`config.mk`:
```
export PLATFORM = sky130hd
export DESIGN_NAME = axa_seq_alu
export DESIGN_NICKNAME = d
export VERILOG_FILES = /design/src/rtl/axa_pkg.sv /design/src/rtl/axa_shift_iter.sv /design/src/rtl/axa_seq_alu.sv
export SDC_FILE = /design/constraint.sdc
export NUM_CORES = 1
export LEC_CHECK = 0
export CAP_MARGIN = 0
export CORE_AREA = 2 2 95 97
export CTS_CLUSTER_DIAMETER = 150
export DETAILED_ROUTE_END_ITERATION = 7
export DIE_AREA = 0 0 97 99
export PLACE_DENSITY = 0.8
export SYNTH_ARGS = -nofsm -noshare
export SYNTH_HDL_FRONTEND = slang
export SYNTH_SLANG_ARGS = --single-unit
```
`constraint.sdc`:
```
create_clock -name clk -period 4.8 [get_ports clk]
set_clock_uncertainty 0.2 [all_clocks]
set_input_delay 0.72 -clock clk [delete_from_list [all_inputs] [get_ports clk]]
set_output_delay 0.72 -clock clk [all_outputs]
set_load 0.01 [all_outputs]
```
`src/rtl/axa_pkg.sv`:
```
// Shared AXA definitions: ISA opcodes, execute-unit state encoding and the default datapath width.
package axa_pkg;

  localparam int unsigned AXA_WIDTH = 16;
  localparam int unsigned OP_W      = 6;

  // Processor OP field encoding; anything not handled by the execute unit reports err.
  localparam logic [OP_W-1:0] OPsys    = 6'h00;
  localparam logic [OP_W-1:0] OPcom    = 6'h01;
  localparam logic [OP_W-1:0] OPadd    = 6'h02;
  localparam logic [OP_W-1:0] OPsub    = 6'h03;
  localparam logic [OP_W-1:0] OPxor    = 6'h04;
  localparam logic [OP_W-1:0] OPex     = 6'h05;
  localparam logic [OP_W-1:0] OProl    = 6'h06;
  localparam logic [OP_W-1:0] OPshr    = 6'h07;
  localparam logic [OP_W-1:0] OPor     = 6'h08;
  localparam logic [OP_W-1:0] OPand    = 6'h09;
  localparam logic [OP_W-1:0] OPdup    = 6'h0A;
  localparam logic [OP_W-1:0] OPland   = 6'h0B;
  localparam logic [OP_W-1:0] OPbeq    = 6'h10;
  localparam logic [OP_W-1:0] OPbne    = 6'h11;
  localparam logic [OP_W-1:0] OPjmp    = 6'h12;
  localparam logic [OP_W-1:0] OPjsr    = 6'h13;
  localparam logic [OP_W-1:0] OPjerr   = 6'h14;
  localparam logic [OP_W-1:0] OPfail   = 6'h15;
  localparam logic [OP_W-1:0] OPaddi8  = 6'h20;
  localparam logic [OP_W-1:0] OPsubi8  = 6'h21;
  localparam logic [OP_W-1:0] OPandi8  = 6'h22;
  localparam logic [OP_W-1:0] OPori8   = 6'h23;

  typedef enum logic [1:0] {
    ST_IDLE  = 2'd0,
    ST_SHIFT = 2'd1,
    ST_DONE  = 2'd2
  } alu_state_e;

  typedef enum logic {
    DIR_ROL = 1'b0,
    DIR_SHR = 1'b1
  } shift_dir_e;

  function automatic logic is_shift_op(input logic [OP_W-1:0] op);
    return (op == OProl) || (op == OPshr);
  endfunction

endpackage

```
`src/rtl/axa_shift_iter.sv`:
```
// Iterative rotate-left / logical-shift-right engine: moves one bit position per cycle
// while its down-counter is non-zero.
module axa_shift_iter
  import axa_pkg::*;
#(
  parameter int unsigned WIDTH = AXA_WIDTH,
  parameter int unsigned CNTW  = $clog2(WIDTH)
) (
  input  logic             clk,
  input  logic             reset,
  input  logic             i_load,
  input  shift_dir_e       i_dir,
  input  logic [CNTW-1:0]  i_count,
  input  logic [WIDTH-1:0] i_value,
  output logic             o_busy_c,
  output logic             o_last_c,
  output logic [WIDTH-1:0] o_value_c
);

  logic [WIDTH-1:0] r_val;
  logic [CNTW-1:0]  r_cnt;
  shift_dir_e       r_dir;
  logic [WIDTH-1:0] w_step;

  assign w_step    = (r_dir == DIR_ROL) ? {r_val[WIDTH-2:0], r_val[WIDTH-1]}
                                        : {1'b0, r_val[WIDTH-1:1]};
  assign o_busy_c  = (r_cnt != '0);
  assign o_last_c  = (r_cnt == CNTW'(1));
  // Value as it will be after this cycle's move, so the final result can be captured on the last step.
  assign o_value_c = o_busy_c ? w_step : r_val;

  always_ff @(posedge clk) begin
    if (!reset) begin
      r_val <= '0;
      r_cnt <= '0;
      r_dir <= DIR_ROL;
    end else if (i_load) begin
      r_val <= i_value;
      r_cnt <= i_count;
      r_dir <= i_dir;
    end else if (o_busy_c) begin
      r_val <= w_step;
      r_cnt <= r_cnt - CNTW'(1);
    end
  end

endmodule

```
`src/rtl/axa_seq_alu.sv`:
```
// AXA multi-cycle execute unit: start/ready/done handshake, single-cycle logic/arithmetic ops,
// iterative rotate/shift, result flags and illegal-op reporting.
module axa_seq_alu
  import axa_pkg::*;
#(
  parameter int unsigned WIDTH = AXA_WIDTH,
  parameter int unsigned CNTW  = $clog2(WIDTH)
) (
  input  logic             clk,
  input  logic             reset,
  input  logic             start,
  input  logic [OP_W-1:0]  op,
  input  logic [WIDTH-1:0] in1,
  input  logic [WIDTH-1:0] in2,
  output logic             ready,
  output logic             done,
  output logic [WIDTH-1:0] out,
  output logic             zero,
  output logic             neg,
  output logic             err
);

  alu_state_e       r_state;
  logic             r_ready;
  logic             r_done;
  logic [WIDTH-1:0] r_out;
  logic             r_zero;
  logic             r_neg;
  logic             r_err;

  logic [WIDTH-1:0] w_result;
  logic             w_err;
  logic             w_shift;
  logic [CNTW-1:0]  w_cnt;
  shift_dir_e       w_dir;
  logic             w_load;
  logic             w_last;
  logic             w_busy;
  logic [WIDTH-1:0] w_shift_val;

  assign w_cnt  = in2[CNTW-1:0];
  assign w_dir  = (op == OPshr) ? DIR_SHR : DIR_ROL;
  assign w_load = (r_state == ST_IDLE) && start && w_shift && (w_cnt != '0);

  // Single-cycle result; rotate/shift by zero degenerates to passing in1 through.
  always_comb begin
    w_result = '0;
    w_err    = 1'b0;
    w_shift  = 1'b0;
    case (op)
      OPadd:  w_result = in1 + in2;
      OPsub:  w_result = in1 - in2;
      OPxor:  w_result = in1 ^ in2;
      OPor:   w_result = in1 | in2;
      OPand:  w_result = in1 & in2;
      OPex:   w_result = in2;
      OPdup:  w_result = in1;
      OPland: w_result = WIDTH'((in1 != '0) && (in2 != '0));
      OProl, OPshr: begin
        w_shift  = 1'b1;
        w_result = in1;
      end
      default: w_err = 1'b1;
    endcase
  end

  axa_shift_iter #(
    .WIDTH (WIDTH),
    .CNTW  (CNTW)
  ) u_shift (
    .clk       (clk),
    .reset     (reset),
    .i_load    (w_load),
    .i_dir     (w_dir),
    .i_count   (w_cnt),
    .i_value   (in1),
    .o_busy_c  (w_busy),
    .o_last_c  (w_last),
    .o_value_c (w_shift_val)
  );

  always_ff @(posedge clk) begin
    if (!reset) begin
      r_state <= ST_IDLE;
      r_ready <= 1'b1;
      r_done  <= 1'b0;
      r_out   <= '0;
      r_zero  <= 1'b1;
      r_neg   <= 1'b0;
      r_err   <= 1'b0;
    end else begin
      case (r_state)
        ST_IDLE: begin
          r_done <= 1'b0;
          if (start) begin
            r_ready <= 1'b0;
            if (w_load) begin
              r_state <= ST_SHIFT;
            end else begin
              r_state <= ST_DONE;
              r_done  <= 1'b1;
              r_out   <= w_result;
              r_zero  <= (w_result == '0);
              r_neg   <= w_result[WIDTH-1];
              r_err   <= w_err;
            end
          end
        end
        ST_SHIFT: begin
          if (w_last && w_busy) begin
            r_state <= ST_DONE;
            r_done  <= 1'b1;
            r_out   <= w_shift_val;
            r_zero  <= (w_shift_val == '0);
            r_neg   <= w_shift_val[WIDTH-1];
            r_err   <= 1'b0;
          end
        end
        ST_DONE: begin
          r_state <= ST_IDLE;
          r_done  <= 1'b0;
          r_ready <= 1'b1;
        end
        default: begin
          r_state <= ST_IDLE;
          r_done  <= 1'b0;
          r_ready <= 1'b1;
        end
      endcase
    end
  end

  assign ready = r_ready;
  assign done  = r_done;
  assign out   = r_out;
  assign zero  = r_zero;
  assign neg   = r_neg;
  assign err   = r_err;

endmodule

```
Word level (Yosys, flattened, before mapping)
Index checks and enable logic that the tools add are counted.
{"block": "word_totals", "output_inout_bits": 21, "in_bits": 41, "regBits": 44, "word_cells": 87}
{"block": "op_classes", "bitwise": 4, "muxes": 35, "eq_ne": 15, "add_sub_neg": 3, "reduce_logical": 20}
{"cell": "16-bit case mux with 8 select lines", "count": 1}
{"cell": "16-bit 2-to-1 mux", "count": 6}
{"cell": "16-bit logical NOT", "count": 2}
{"cell": "16-bit case mux with 2 select lines", "count": 1}
{"cell": "16-bit nonzero test", "count": 2}
{"cell": "6-bit by 3-bit equality test with 1-bit output (second input constant)", "count": 4}
{"cell": "6-bit by 4-bit equality test with 1-bit output (second input constant)", "count": 4}
{"cell": "16-bit adder", "count": 1}
{"cell": "16-bit bitwise AND", "count": 1}
{"cell": "1-bit 2-to-1 mux", "count": 16}
{"cell": "16-bit bitwise OR", "count": 1}
{"cell": "16-bit subtractor", "count": 1}
{"cell": "16-bit bitwise XOR", "count": 1}
{"cell": "6-bit by 2-bit equality test with 1-bit output (second input constant)", "count": 2}
{"cell": "1-bit case mux with 2 select lines", "count": 5}
{"cell": "10-bit OR reduction", "count": 1}
{"cell": "4-bit 2-to-1 mux", "count": 2}
{"cell": "4-bit nonzero test", "count": 2}
{"cell": "2-bit 2-to-1 mux", "count": 3}
{"cell": "2-bit != test (second input constant)", "count": 3}
{"cell": "1-bit logical AND", "count": 5}
{"cell": "4-bit by 1-bit equality test with 1-bit output (second input constant)", "count": 1}
{"cell": "2-bit case mux with 2 select lines", "count": 1}
{"cell": "2-bit AND reduction", "count": 2}
{"cell": "8 further kinds", "count": 9}

Depth between registers and ports, before layout
{"block": "depth", "word_depth": 8, "ltp_mapped": 16, "ltp_nobuf": 15}

Modules after synthesis
Synthesis repeated with hierarchy kept, for this count alone.
{"block": "unflattened", "cells_unflattened": 572, "hier_area_um2": 4723.3}
{"module": "axa_seq_alu", "seq_area_each_um2": 440.4, "area_each_um2": 3412.0, "cells_per_inst": 449, "instances": 1}
{"module": "axa_shift_iter", "seq_area_each_um2": 420.4, "area_each_um2": 1311.3, "cells_per_inst": 123, "instances": 1}

Least setup slack after synthesis
OpenSTA, ideal clock, no wires.
{"block": "synth_timing", "path_kind": "input -> register", "startpoint": "in op[0]", "endpoint": "reg r_zero, in the netlist zero", "setup_slack_ps": 703, "path_buffers": 4, "t_required_ps": 4504, "t_arrival_ps": 3802, "stages": 16, "path_cell_list": "buf_2 buf_2 nand3_1 clkbuf_1 o21ai_0 xnor2_1 ha_1 buf_2 nand3_1 o221ai_1 a21oi_1 and4_1 or3b_2 a211oi_1 nand4_1 o41ai_2"}
{"block": "synth_between", "elab_chain_cells": 7, "elab_cells_between_ends": 22, "classes_between": "eq/ne (11); mux (5); reduce/logical (6)"}
{"item": "start: declaration", "line_no": "axa_seq_alu.sv:12", "source": "input logic [OP_W-1:0] op,"}
{"item": "6-bit by 3-bit equality test with 1-bit output or 6-bit by 4-bit equality test with 1-bit output (tied branches)", "line_no": "axa_seq_alu.sv:50", "source": "case (op)"}
{"item": "3-bit OR reduction (no line) or 2-bit OR reduction (tied branches)"}
{"item": "16-bit case mux with 8 select lines or 1-bit 2-to-1 mux (tied branches)", "line_no": "axa_seq_alu.sv:50"}
{"item": "16-bit logical NOT or 1-bit logical AND (tied branches)", "line_no": "axa_seq_alu.sv:103, axa_seq_alu.sv:43"}
{"item": "1-bit 2-to-1 mux or 1-bit logical AND (tied branches)", "line_no": "axa_seq_alu.sv:97, axa_seq_alu.sv:43"}
{"item": "1-bit 2-to-1 mux or 2-bit != test (tied branches)"}
{"item": "1-bit case mux with 2 select lines or 4-bit AND reduction (tied branches)"}
{"item": "end signal: assignment", "line_no": "axa_seq_alu.sv:103", "source": "r_zero <= (w_result == '0);"}
{"item": "end signal: assignment", "line_no": "axa_seq_alu.sv:114", "source": "r_zero <= (w_shift_val == '0);"}
{"item": "end: declaration", "line_no": "axa_seq_alu.sv:27", "source": "logic r_zero;"}
Several ways; a longest one is shown, not always the timed one. The select of a mux whose other input is x is not followed.
A chain may end at the register's enable or synchronous reset.

Final worst setup path
{"block": "layout_timing", "startpoint": "in in2[1]", "endpoint": "reg r_zero, in the netlist zero"}
{"block": "layout_between", "elab_chain_cells": 7, "elab_cells_between_ends": 16, "classes_between": "add/sub (2); eq/ne (1); mux (4); bitwise (3); reduce/logical (6)"}
{"item": "start: declaration", "line_no": "axa_seq_alu.sv:14", "source": "input logic [WIDTH-1:0] in2,"}
{"item": "parallel branches: the longest is 7 deep, another holds 16-bit subtractor"}
Parallel ways; which one is timed is not known. The select of a mux whose other input is x is not followed.

==> qor.csv <==
stage,metric,value,unit
sta,relSlewSlack,0.403,
clocking,clk-insertion-delay-late,0.31,ns
sta,hold_slack,0.257,ns
detailed_routing,drc,0,
global_routing,antenna_found_initial,0,
yosys,synth_top_cell_area_share,0.181,
place,hpwl,11.3,mm
clocking,root_buffer,clkbuf_8,
place,finalWeightedCongestion,0.987,
sta,finalHoldViolCount,0,
power_and_ir_drop,p_per_area,215,mW/mm^2
power_and_ir_drop,total_power,1220,uW
final_layout,nNetsFinal,794,
worst_setup_path,critPathCaptureType,flop,
yosys,synth_edf_count,0,
status,status,finished clean,
clocking,cts_tree,done,
yosys,yosys-top-cells-area,"dfxtp_1 18%, ha_1 13%, a21oi_1 5.5%, mux2i_1 5.5%, nand2_1 5.0%",
floorplan,initial_utilization,0.557,
worst_setup_path,critPathRequiredTime,4.81,ns
worst_setup_path,path_buf_inv,3,
floorplan,core-area,0.00855,mm^2
yosys,synth_cell_types,80,
floorplan,die_width,97,um
power_and_ir_drop,power_frac_seq,0.325,
worst_setup_path,critPathMaxStageDelay,0.42,ns
worst_setup_path,slowest_stage,clkdlybuf4s50_1,
power_and_ir_drop,p_sw,454,uW
yosys,ys_warn_count,0,
sta,period_share,0.945,
yosys,synth.net_count,732,
sta,tightest_slew,0.874,ns
worst_setup_path,cp_cell_sequence,clkdlybuf4s50_1 -> inv_1 -> ha_1 -> nor3b_1 -> buf_4 -> a31oi_1 -> xnor2_1 -> ha_1 -> o21ai_0 -> a21o_1 -> o21ai_0 -> nor3_1 -> a311o_1 -> nor4_1 -> nand4_1 -> o41ai_2,
final_layout,syn_to_final_growth,19.2,%
worst_setup_path,regToRegEndpoint,zero,
min_path,worstHoldPathCells,2,
detailed_routing,drt_iter0_drc,346,
worst_setup_path,reg2regPathDepth,11,
worst_setup_path,worstSetupStartpointType,input pin,
floorplan,die_h,99,um
worst_setup_path,crit_fanout,10,
sta,clock.fmax,0.221,GHz
global_routing,grt_util_all_layers,0.297,
yosys,ys.flop_type,dfxtp_1,
worst_setup_path,worstPathArrival,4.54,ns
detailed_routing,num_vias,4996,
power_and_ir_drop,pwr-share-comb,0.428,
worst_setup_path,worstReg2RegStart,u_shift.r_cnt[0],
yosys,synth.avg_cell_area,7.44,um^2
sta,rsz0062_at_grt,false,
yosys,ys_async_sr_fraction,0,
worst_setup_path,crit_end,zero,
power_and_ir_drop,p_leak,0.00228,uW
power_and_ir_drop,cellInternalPower,767,uW
final_layout,n_fill_cell,755,
worst_setup_path,critical_path.top_delay_family,compound AO/OA/AOI/OAI gates,
floorplan,dieArea,0.00960,mm^2
detailed_routing,firstDrtPassIters,5,
yosys,synth.most_common_cell,nand2_1,
place,io_buffers,61,
power_and_ir_drop,p_sw_frac,0.372,
clocking,cts_buffers,5,
worst_setup_path,crit_path_start,in2[1],
yosys,yosys.area.top_type,dfxtp_1,
global_routing,grt_remaining_overflow,0,
final_layout,num_antenna_cells,0,
min_path,hold_class,flop to flop,
clocking,post_cts_buffers,0,
global_routing,grt_pass1_wl,23.5,mm
detailed_routing,drtAntennaViolNets,0,
flow_run,drv_cap,0,
global_routing,first_global_vias,4864,
clocking,max-clock-path-buffers,2,
yosys,yosysSeqAreaShare,0.181,
detailed_routing,vias_per_cell,6.16,
final_layout,drive_gt1_frac,0.0868,
final_layout,final_util,0.664,
clocking,cts.sink_count,43,
detailed_routing,wl,14.3,mm
yosys,ys_ff_latch,43,
clocking,ctsHoldBuffers,0,
yosys,yosys-top-cells-count,"64 x nand2_1, 52 x a21oi_1, 50 x ha_1",
global_routing,grt_max_degree,43,
worst_setup_path,worstSetupPathDepth,16,
sta,period_minus_slack,4.53,ns
clocking,cts_htree_levels,2,
worst_setup_path,rrSetupSlack,2.06,ns
floorplan,io-pin-count,62,
worst_setup_path,critPathKind,input pin to flop,
yosys,syn_inst,640,
power_and_ir_drop,clkPwrFrac,0.247,
sta,drv_slew,0,
power_and_ir_drop,peakVddDrop,0.160,mV
detailed_routing,wl_per_cell,17.7,um
yosys,synth_area,0.00476,mm^2
clocking,path_clk_slew,0.09,ns
floorplan,rows,34,
sta,final-setup-viol-count,0,
==> metal layers <==
metal | GRT usage | wire, um | vias to the layer above
met5 | 0 | 0 | -
met3 | 0.0333 | 1050 | 33
li1 | - | - | 2424
met1 | 0.383 | 6150 | 2344
met2 | 0.521 | 6790 | 195
met4 | 0.0943 | 322 | 0
==> state kept, by name (all words and copies together), names as in the netlist <==
| signal | cells |
|---|---|
| u_shift.r_dir | 1 |
| u_shift.r_val | 16 |
| ready | 1 |
| done | 1 |
| zero | 1 |
| r_state | 2 |
| u_shift.r_cnt | 4 |
| out | 16 |
| err | 1 |
==> worst min-delay path by stage <==
stage                     start  endpoint  slack (ns)
after global routing      ready     ready        0.28
after floorplan           ready     ready        0.27
after detailed placement  ready     ready        0.24
final                     ready     ready        0.26
after global placement    ready     ready        0.23
after CTS                 ready     ready        0.25
==> metrics by stage <==
step           cell area (um^2)  instances  TNS, ns  setup WS, ns
2_1_floorplan              4760        640        0         0.703
3_3_place_gp               5550        803        0        0.0700
3_5_place_dp               5550        803  -0.0819       -0.0819
4_1_cts                    5670        811        0         0.219
5_1_grt                    5680        811        0       0.00222
6_report                   5680        811        0         0.265
==> kinds of logic (layout without fill, tap and decap cells) <==
| logic type | after synthesis | count (layout) | synth area share |
|---|---|---|---|
| mux | 27 | 27 | 0.0570 |
| flops | 43 | 43 | 0.181 |
| xor+xnor | 23 | 23 | 0.0423 |
| compound gates | 185 | 185 | 0.257 |
| simple gates | 232 | 232 | 0.254 |
| buf+inv | 79 | 142 | 0.0733 |
| fa+ha+maj | 51 | 51 | 0.136 |
==> power groups by stage <==
stage | Sequential (uW) | Clock (uW) | Combinational [uW]
3_3_place_gp | 403 | 0 | 495
6_report | 397 | 301 | 523
5_1_grt | 399 | 314 | 579
2_1_floorplan | 402 | 0 | 343
4_1_cts | 396 | 300 | 513
3_5_place_dp | 404 | 0 | 512
==> worst min-delay path: stages, from the launching register on <==
cell	delay, ns
dfxtp_1	0.32
nand2_1	0.05
nand2_1	0.04
==> cell type report <==
| cell class | instances | area, um^2 | share of cell area |
|---|---|---|---|
| Clock buffer | 6 | 82.6 | 0.0145 |
| Clock inverter | 2 | 35.0 | 0.00617 |
| Inverter | 44 | 165 | 0.0291 |
| Multi-Input combinational cell | 518 | 3570 | 0.629 |
| Sequential cell | 43 | 861 | 0.152 |
| Tap cell | 108 | 135 | 0.0238 |
| Timing Repair Buffer | 90 | 828 | 0.146 |
==> timing repair <==
| item | CTS | global route |
|---|---|---|
| setup endpoints to repair | 0 | 1 |
| endpoints found under the hold margin | 0 | 0 |
| gates resized for setup | 0 | 2 |
==> cells in the final DEF (no fill, tap or decap), drive strengths merged, types with 4 or more instances in the layout <==
cell / n
a211oi: 9
a21boi: 6
a21oi: 52
a2bb2oi: 6
a31oi: 6
a32oi: 4
and2: 23
and3: 9
buf: 29
clkbuf: 6
clkdlybuf4s50: 61
dfxtp: 43
ha: 50
inv: 44
mux2i: 26
nand2: 64
nand2b: 7
nand3: 13
nand4: 6
nor2: 47
nor2b: 17
nor3: 13
nor3b: 5
nor4: 8
o211ai: 6
o21ai: 49
o22ai: 7
or3b: 4
xnor2: 21
Note: power is estimated with default switching activity, not from simulation.
